File: config.mk
export PLATFORM = sky130hd
export DESIGN_NAME = store_fwd_buffer_flat
export DESIGN_NICKNAME = d
export VERILOG_FILES = /design/src/rtl/store_fwd_if.sv /design/src/rtl/store_fwd_buffer.sv /design/src/flat_wrapper.sv
export SDC_FILE = /design/constraint.sdc
export NUM_CORES = 1
export LEC_CHECK = 0
export ABC_CLOCK_PERIOD_IN_PS = 10270
export BUFFER_PORTS_ARGS = -buffer_cell sky130_fd_sc_hd__buf_2
export CAP_MARGIN = 15
export CORE_MARGIN = 2
export CORE_UTILIZATION = 40
export DETAILED_ROUTE_END_ITERATION = 8
export RECOVER_POWER = 100
export SYNTH_ARGS = -nofsm -noshare
export SYNTH_HDL_FRONTEND = slang
export SYNTH_SLANG_ARGS = --single-unit
File: constraint.sdc
create_clock -name clk -period 10.27 [get_ports clk]
set_input_delay 2.054 -clock clk [delete_from_list [all_inputs] [get_ports clk]]
set_output_delay 2.054 -clock clk [all_outputs]
set_load 0.02 [all_outputs]
File: src/rtl/store_fwd_if.sv
// Store/load/memory bus of the store-to-load forwarding buffer.
// The pipeline side drives through master; the buffer attaches as slave.
interface store_fwd_if #(
  parameter int AW = 32,
  parameter int DW = 32
) ();
  localparam int NB = DW / 8;

  logic          st_valid;
  logic [AW-1:0] st_addr;
  logic [DW-1:0] st_wdata;
  logic [NB-1:0] st_be;
  logic          ld_valid;
  logic [AW-1:0] ld_addr;
  logic [DW-1:0] mem_rdata;
  logic [DW-1:0] ld_data;
  logic          ld_data_valid;
  logic          fwd_hit;

  modport master (
    output st_valid, st_addr, st_wdata, st_be, ld_valid, ld_addr, mem_rdata,
    input  ld_data, ld_data_valid, fwd_hit
  );

  modport slave (
    input  st_valid, st_addr, st_wdata, st_be, ld_valid, ld_addr, mem_rdata,
    output ld_data, ld_data_valid, fwd_hit
  );
endinterface

File: src/rtl/store_fwd_buffer.sv
// Store-to-load forwarding buffer: ring of the last DEPTH stores, each forwardable for LIFETIME run-cycles.
// Define STORE_FWD_STATS_EN to add saturating stat_hits / stat_overwrites counters.
module store_fwd_buffer #(
  parameter int AW       = 32,
  parameter int DW       = 32,
  parameter int DEPTH    = 4,
  parameter int LIFETIME = 4
) (
  input  logic                         clk,
  input  logic                         reset,
  input  logic                         run,
  input  logic                         flush,
  store_fwd_if.slave                   bus,
  output logic [$clog2(DEPTH+1)-1:0]   occupancy
`ifdef STORE_FWD_STATS_EN
  ,
  output logic [31:0]                  stat_hits,
  output logic [31:0]                  stat_overwrites
`endif
);
  localparam int NB  = DW / 8;
  localparam int OFS = $clog2(NB);
  localparam int WAW = AW - OFS;
  localparam int IW  = $clog2(DEPTH);
  localparam int OW  = $clog2(DEPTH + 1);
  // A one-cycle lifetime is covered entirely by the same-cycle bypass.
  localparam bit STORE_KEEP = (LIFETIME > 1);

  typedef struct packed {
    logic [WAW-1:0] waddr;
    logic [DW-1:0]  data;
    logic [NB-1:0]  be;
    logic [7:0]     age;
  } entry_t;

  entry_t           ent [DEPTH];
  logic [DEPTH-1:0] valid;
  logic [IW-1:0]    head, tail;

  logic [NB-1:0]    mask_q;
  logic [DW-1:0]    data_q;
  logic             vld_q;

  logic             st_acc, st_wr, ld_acc, full, retire, overwrite;
  logic [7:0]       head_age_nxt;
  logic [WAW-1:0]   st_waddr, ld_waddr;
  logic [NB-1:0]    mask_d;
  logic [DW-1:0]    data_d;
  logic [IW-1:0]    idx;
  logic [DW-1:0]    ld_data_c;
  logic             unused_ofs;

  assign unused_ofs = ^{bus.st_addr[OFS-1:0], bus.ld_addr[OFS-1:0]};

  assign st_waddr     = bus.st_addr[AW-1:OFS];
  assign ld_waddr     = bus.ld_addr[AW-1:OFS];
  assign st_acc       = run & bus.st_valid & ~flush;
  assign st_wr        = st_acc & STORE_KEEP;
  assign ld_acc       = run & bus.ld_valid;
  assign full         = (occupancy == OW'(DEPTH));
  // Age counts run-cycles including the accept cycle, so an entry leaves after its (LIFETIME-1)th stored cycle.
  assign head_age_nxt = ent[head].age + 8'd1;
  assign retire       = run & ~flush & valid[head] & (head_age_nxt == 8'(LIFETIME));
  assign overwrite    = st_wr & full & ~retire;

  // Oldest-to-youngest scan so later matches override earlier ones per byte lane.
  always_comb begin
    // NOTE: every combinationally written variable gets a default first, otherwise a latch is inferred.
    mask_d = '0;
    data_d = '0;
    idx    = '0;
    for (int i = 0; i < DEPTH; i++) begin
      idx = head + IW'(i);
      for (int l = 0; l < NB; l++) begin
        if (valid[idx] && ent[idx].waddr == ld_waddr && ent[idx].be[l]) begin
          mask_d[l]          = 1'b1;
          data_d[l*8 +: 8]   = ent[idx].data[l*8 +: 8];
        end
      end
    end
    for (int l = 0; l < NB; l++) begin
      if (st_acc && st_waddr == ld_waddr && bus.st_be[l]) begin
        mask_d[l]        = 1'b1;
        data_d[l*8 +: 8] = bus.st_wdata[l*8 +: 8];
      end
    end
    if (!ld_acc) mask_d = '0;
  end

  always_ff @(posedge clk) begin
    // NOTE: sequential state is updated only with non-blocking assignments.
    if (!reset) begin
      valid     <= '0;
      head      <= '0;
      tail      <= '0;
      occupancy <= '0;
      mask_q    <= '0;
      data_q    <= '0;
      vld_q     <= 1'b0;
    end else begin
      vld_q  <= ld_acc;
      mask_q <= mask_d;
      data_q <= data_d;
      if (flush) begin
        valid     <= '0;
        head      <= '0;
        tail      <= '0;
        occupancy <= '0;
      end else if (run) begin
        if (retire) begin
          valid[head] <= 1'b0;
          head        <= head + IW'(1);
        end
        if (st_wr) begin
          valid[tail] <= 1'b1;
          tail        <= tail + IW'(1);
          if (overwrite) head <= head + IW'(1);
        end
        if (st_wr && !retire && !full)  occupancy <= occupancy + OW'(1);
        else if (retire && !st_wr)      occupancy <= occupancy - OW'(1);
      end
    end
  end

  // NOTE: the entry payload is deliberately not reset; the valid bits alone say what it holds.
  always_ff @(posedge clk) begin
    if (reset && run && !flush) begin
      for (int i = 0; i < DEPTH; i++) ent[i].age <= ent[i].age + 8'd1;
      if (st_wr) ent[tail] <= '{waddr: st_waddr, data: bus.st_wdata, be: bus.st_be, age: 8'd1};
    end
  end

  always_comb begin
    ld_data_c = bus.mem_rdata;
    for (int l = 0; l < NB; l++)
      if (mask_q[l]) ld_data_c[l*8 +: 8] = data_q[l*8 +: 8];
  end

  assign bus.ld_data       = ld_data_c;
  assign bus.ld_data_valid = vld_q;
  assign bus.fwd_hit       = |mask_q;

`ifdef STORE_FWD_STATS_EN
  always_ff @(posedge clk) begin
    if (!reset) begin
      stat_hits       <= '0;
      stat_overwrites <= '0;
    end else begin
      if (vld_q && |mask_q && stat_hits != '1) stat_hits <= stat_hits + 32'd1;
      if (overwrite && stat_overwrites != '1)  stat_overwrites <= stat_overwrites + 32'd1;
    end
  end
`endif
endmodule

File: src/flat_wrapper.sv
// flat-port wrapper written by rule: the top's interface ports become plain ports
module store_fwd_buffer_flat 
#(
  parameter int AW       = 32,
  parameter int DW       = 32,
  parameter int DEPTH    = 4,
  parameter int LIFETIME = 4
)
  (clk, reset, run, flush, occupancy, bus_st_valid, bus_st_addr, bus_st_wdata, bus_st_be, bus_ld_valid, bus_ld_addr, bus_mem_rdata, bus_ld_data, bus_ld_data_valid, bus_fwd_hit);
  store_fwd_if #(.AW(AW), .DW(DW)) bus_i ();
  input  logic clk;
  input  logic reset;
  input  logic run;
  input  logic flush;
  output logic [$clog2(DEPTH+1)-1:0] occupancy;
  input wire logic [$bits(bus_i.st_valid)-1:0] bus_st_valid;
  input wire logic [$bits(bus_i.st_addr)-1:0] bus_st_addr;
  input wire logic [$bits(bus_i.st_wdata)-1:0] bus_st_wdata;
  input wire logic [$bits(bus_i.st_be)-1:0] bus_st_be;
  input wire logic [$bits(bus_i.ld_valid)-1:0] bus_ld_valid;
  input wire logic [$bits(bus_i.ld_addr)-1:0] bus_ld_addr;
  input wire logic [$bits(bus_i.mem_rdata)-1:0] bus_mem_rdata;
  output wire logic [$bits(bus_i.ld_data)-1:0] bus_ld_data;
  output wire logic [$bits(bus_i.ld_data_valid)-1:0] bus_ld_data_valid;
  output wire logic [$bits(bus_i.fwd_hit)-1:0] bus_fwd_hit;
  assign bus_i.st_valid = bus_st_valid;
  assign bus_i.st_addr = bus_st_addr;
  assign bus_i.st_wdata = bus_st_wdata;
  assign bus_i.st_be = bus_st_be;
  assign bus_i.ld_valid = bus_ld_valid;
  assign bus_i.ld_addr = bus_ld_addr;
  assign bus_i.mem_rdata = bus_mem_rdata;
  assign bus_ld_data = bus_i.ld_data;
  assign bus_ld_data_valid = bus_i.ld_data_valid;
  assign bus_fwd_hit = bus_i.fwd_hit;
  store_fwd_buffer #(.AW(AW), .DW(DW), .DEPTH(DEPTH), .LIFETIME(LIFETIME)) u_core (.clk(clk), .reset(reset), .run(run), .flush(flush), .bus(bus_i), .occupancy(occupancy));
endmodule
* Word level (Yosys, flattened, before mapping) *
Memory sizes are Yosys's and may differ from the RTL's. A register that Yosys moved wholly into a read port is not among the register bits.
Cells that the tools add are included.

storage, ports and cells
  flip-flop bits (word level) = 48
  RAM bits = 296
  memories kept = 1
  output and inout bits = 37
  word-level logic and storage cells = 162

memories
  memory      words  bits a word  read ports  clocked after Yosys merged registers in  wr ports  RTL line                RTL
  u_core.ent  4      74           8           1                                        5         store_fwd_buffer.sv:36  entry_t ent [DEPTH];

cells by class
  reductions and logical operators = 42
  equal/unequal tests = 7
  muxes and demuxes = 73
  magnitude comparators = 7
  bitwise gates (word level) = 14
  $add $sub $neg = 11

operator list
  operator                                                                count
  8-bit 2-to-1 mux                                                        24
  30-bit == test                                                          5
  8-bit by 1-bit adder with 8-bit output (second input constant)          5
  1-bit logical AND                                                       32
  1-bit 2-to-1 mux                                                        31
  4-bit 2-to-1 mux                                                        5
  2-bit by 3-bit < comparator with 1-bit output (second input constant)   5
  2-bit 2-to-1 mux                                                        5
  1-bit bitwise AND                                                       8
  1-bit binary-select mux with 2-bit select                               4
  8-bit by 3-bit == test with 1-bit output (second input constant)        1
  3-bit 2-to-1 mux                                                        2
  2-bit AND reduction                                                     3
  2-bit by 1-bit adder with 2-bit output (second input constant)          2
  2-bit adder (second input constant)                                     2
  4-bit bitwise AND                                                       1
  1-bit demux with 2-bit select                                           2
  2-bit by 1-bit >= comparator with 1-bit output (second input constant)  2
  1-bit logical NOT                                                       4
  4-bit inverter                                                          1
  4-bit bitwise OR                                                        1
  4-bit OR reduction                                                      1
  3-bit by 1-bit adder with 3-bit output (second input constant)          1
  3-bit == test (second input constant)                                   1
  4 further kinds                                                         6

* Logic depth before layout (Yosys ltp) *
  depth after elaboration = 12
  gate-level depth with buffers = 19
  gate-level depth less buffers = 10

* Worst setup path after synthesis *
OpenSTA, ideal clock, no wires.

  path kind = in2reg
  start = input run
  end = memory u_core.ent[0][10] (netlist name), enable pin
  data arrival time = 5.013 ns
  setup slack = 4.802 ns
  cell stages on the path = 6
  library setup time = 0.455 ns
  buffers on the path = 3
  required time = 9.815 ns
  path through = nor2b_1 > and2_1 > clkbuf_1 > clkbuf_1 > and3_1 > clkbuf_1

RTL lines
  item             RTL line                RTL
  start, declared  flat_wrapper.sv:13      input logic run;
  end, declared    store_fwd_buffer.sv:36

==> impl_results.md <==
* Status: finished with violations
* Failing checks: max-capacitance violations, max-slew violations
* Crit path DAT at about 8400 ps
* CP required at around 10,000 ps
* Asr flop ratio synth at 0%
* GRT overflow at 0
* Postcts setup bufs at 0
* CTS root buf: clkbuf_16
* RePlAce Congestion at 0.917
* Rel. slew slack at -173%
* Worst setup EP type: register
* Post-synth EDFFs at 264
* Via count at 16.2k
* DR pass1 iterations at 7
* Cell count after synthesis at between 1.5k and 2k
* Worst Hold Class: register to register
* H-tree levels at 2
* Post-Syn Area at 0.0224 sq mm
* Die area at about 0.058 sq mm
* Mean post-synth cell area at 13.2 sq um
* Top_reg_cell synth: edfxtp_1
* Post-layout minimum cycle time at 8270 ps
* Area post-placement at about 0.024 sq mm
* Synth unique cells at 80
* Worst path max stage delay at 2930 ps
* Synthesis-to-finish area growth at 10.9%
* VDD IR max at between 0.15 and 0.2 mV
* Post-route cell area at about 0.025 sq mm
* Yosys warning total at 0
* Crit-path most repeated cell: clkbuf_1
* Chip Height at around 240 um
* IO buf count at 170
* Seq cells post-synth at between 300 and 400
* Final setup viols at 0
* Number of remaining DRC errors at 0
* Clock Pin Slew Worst Setup and Hold Paths at around 60 ps
* Drt wl/cell at approximately 26 um
* Post-cts sizing count at 0
* Io pins at roughly 180
* CTS max path bufs at 3
* Share of cells above drive strength 1 at about a quarter
* Hold-fix buffers, CTS at 0
* Unrepaired setup endpoints after global routing: false
* Tcrit/Tclk final at 80.6%
* Largest net degree at the start of global routing at between 60 and 70
* DRT iter0 DRCs at approximately 1.6k
* Worst skew pair latency at roughly 570 ps
* Worst-path maximum fanout at 51
* Max_cap viols at 8
* Initial antenna violation count at 8
* Slew Viols, Final at between 300 and 400
* Via density at 6.28
* Core Area at 0.0553 sq mm
* CP max stage cell: clkbuf_1
* Post-synthesis sequential area ratio at between 40% and 50%
* Final hold violation count at 0
* Worst-case clock skew at roughly 28 ps
* Setup TNS at 0 ps
* First-pass GRT wire length at ~100,000 um
* Worst Tran Pin Value at between 4000 and 5000 ps
* Clk sink count at about 350
* Number of global-route vias before repair at around 16k
* Leak at between 7 and 8 nW
* Top delay family on crit path: buffers and inverters
* Syn_nets at approximately 1.8k
* CP startpoint kind: input pin
* Site Rows at 86
* Initial core utilization at between 40% and 50%
* Post-Route WL at 67,200 um
* Hpwl dp at roughly 44,000 um
* Nets at between 1.5k and 2k
* Critical path, cell by cell: buf_2, clkbuf_1, and3_1, clkbuf_1
* GRT Util Overall at between 20% and 30%
* CP bufs+invs at 3
* Chip width at around 240 um
* Pwr/cell area at between 100 and 150 mW/mm^2
* Final ANT Viol Nets at 0
* Max Freq at 0.121 GHz
* Kind of critical path: input pin to register
* CTS tree: yes
* TritonCTS Buffers at between 40 and 50
==> cell type report <==
class | count | area, sq um
clock inverters | 27 | 298
multi-input cells | 1177 | 11900
diodes | 5 | 12.5
inverters | 32 | 120
fillers | 5083 | 30400
flip-flops and latches | 346 | 9580
repair buffers | 192 | 866
clock buffers | 49 | 1140
well taps | 748 | 936
==> cells in the final DEF (no fill, tap or decap), types with 68 or more instances in the layout <==
cell	synthesis	layout
buf_2	39	68
xnor2_1	87	87
mux2i_1	106	106
nor2_1	92	92
clkbuf_1	58	111
nand2_1	68	68
mux4_2	204	204
xor2_1	78	78
dfxtp_1	82	78
edfxtp_1	264	264
==> state kept, by name, indices dropped and copies added, names as in the netlist, named ones only <==
name	count
u_core.ent	296
u_core.data_q	32
u_core.mask_q	4
u_core.valid	4
u_core.occupancy	3
u_core.head	2
u_core.tail	2
u_core.bus.ld_data_valid	1
==> per-layer routing <==
layer / part of all wire [%] / track usage [%]
met1: 41 / 31.3
met2: 48 / 37.1
met3: 8.2 / 4.24
met4: 3.3 / 9.11
met5: 0.061 / 0
==> cell usage after synthesis (all sizes together), types with 10 or more instances <==
| library cell | n | area (sq um) |
|---|---|---|
| nor3 | 20 | 115 |
| inv | 31 | 116 |
| nand3 | 51 | 255 |
| buf | 83 | 592 |
| clkbuf | 58 | 218 |
| and2 | 10 | 62.6 |
| nand2 | 68 | 255 |
| nor2 | 92 | 345 |
| a211oi | 24 | 205 |
| edfxtp | 264 | 7930 |
| mux2i | 106 | 1060 |
| a22oi | 29 | 218 |
| o2111ai | 15 | 131 |
| nor4 | 15 | 128 |
| xnor2 | 87 | 762 |
| o211a | 15 | 150 |
| a21oi | 43 | 215 |
| dfxtp | 82 | 1640 |
| ha | 12 | 150 |
| mux4 | 215 | 4880 |
| nand4 | 38 | 244 |
| xor2 | 78 | 683 |
| o21a | 24 | 180 |
| and3 | 32 | 200 |
| mux2 | 44 | 495 |
| o21ai | 50 | 250 |
==> through the flow <==
step / worst slack (ps) / util, % / cells / hold slack, ps / total power (W)
4_1_cts: 3270 / 45.3 / 2570 / 475 / 0.00343
2_1_floorplan: 4800 / - / 1697 / 448 / 0.00177
5_1_grt: 1560 / 45.0 / 2575 / 525 / 0.00351
3_5_place_dp: 3350 / 42.7 / 2494 / 467 / 0.00188
6_report: 2000 / 45.0 / 2576 / 476 / 0.00339
3_3_place_gp: 3440 / 42.7 / 2494 / 458 / 0.00187
==> path summary, 6_finish.rpt <==
path,startpoint,endpoint,slack [ps],cells past startpoint
worst min-delay path,u_core.ent[3][1]$_SDFFE_PP0P_,u_core.ent[3][1]$_SDFFE_PP0P_,480,2
worst min register to register,u_core.ent[3][1]$_SDFFE_PP0P_,u_core.ent[3][1]$_SDFFE_PP0P_,480,2
worst max-delay path,reset,u_core.ent[3][25]$_DFFE_PP_,2000,4
worst max register to register,u_core.head[1]$_SDFFE_PP0P_,u_core.data_q[3]$_SDFF_PN0_,2100,11
==> logic make-up after synthesis <==
logic type                 count (synthesis)  synth area share (%)
muxes                                    365                  28.7
and+or+nand+nor                          361                  8.40
DFF                                      346                  42.7
AOI/OAI and AO/OA                        273                  8.85
buffers and inverters                    174                  4.19
xor gates and xnor gates                 165                  6.44
adders and majority gates                 13                 0.759
==> worst reg2reg max path: stages, from the launching register on <==
cell,delay [ps]
dfxtp_2,880
clkinv_1,680
ha_1,2120
buf_4,850
mux2i_1,450
mux2i_1,240
a21oi_1,100
a2111oi_0,700
and4_1,880
and3_1,560
or3_1,420
o211a_1,250
==> power by group <==
part	internal [W]	total, W	leakage, nW	switching, W
combinational	0.000105	0.000261	3.90	0.000156
sequential	0.00154	0.00159	3.05	0.0000438
clock	0.000926	0.00154	0.697	0.000616
(Power assumes the default switching activity.)
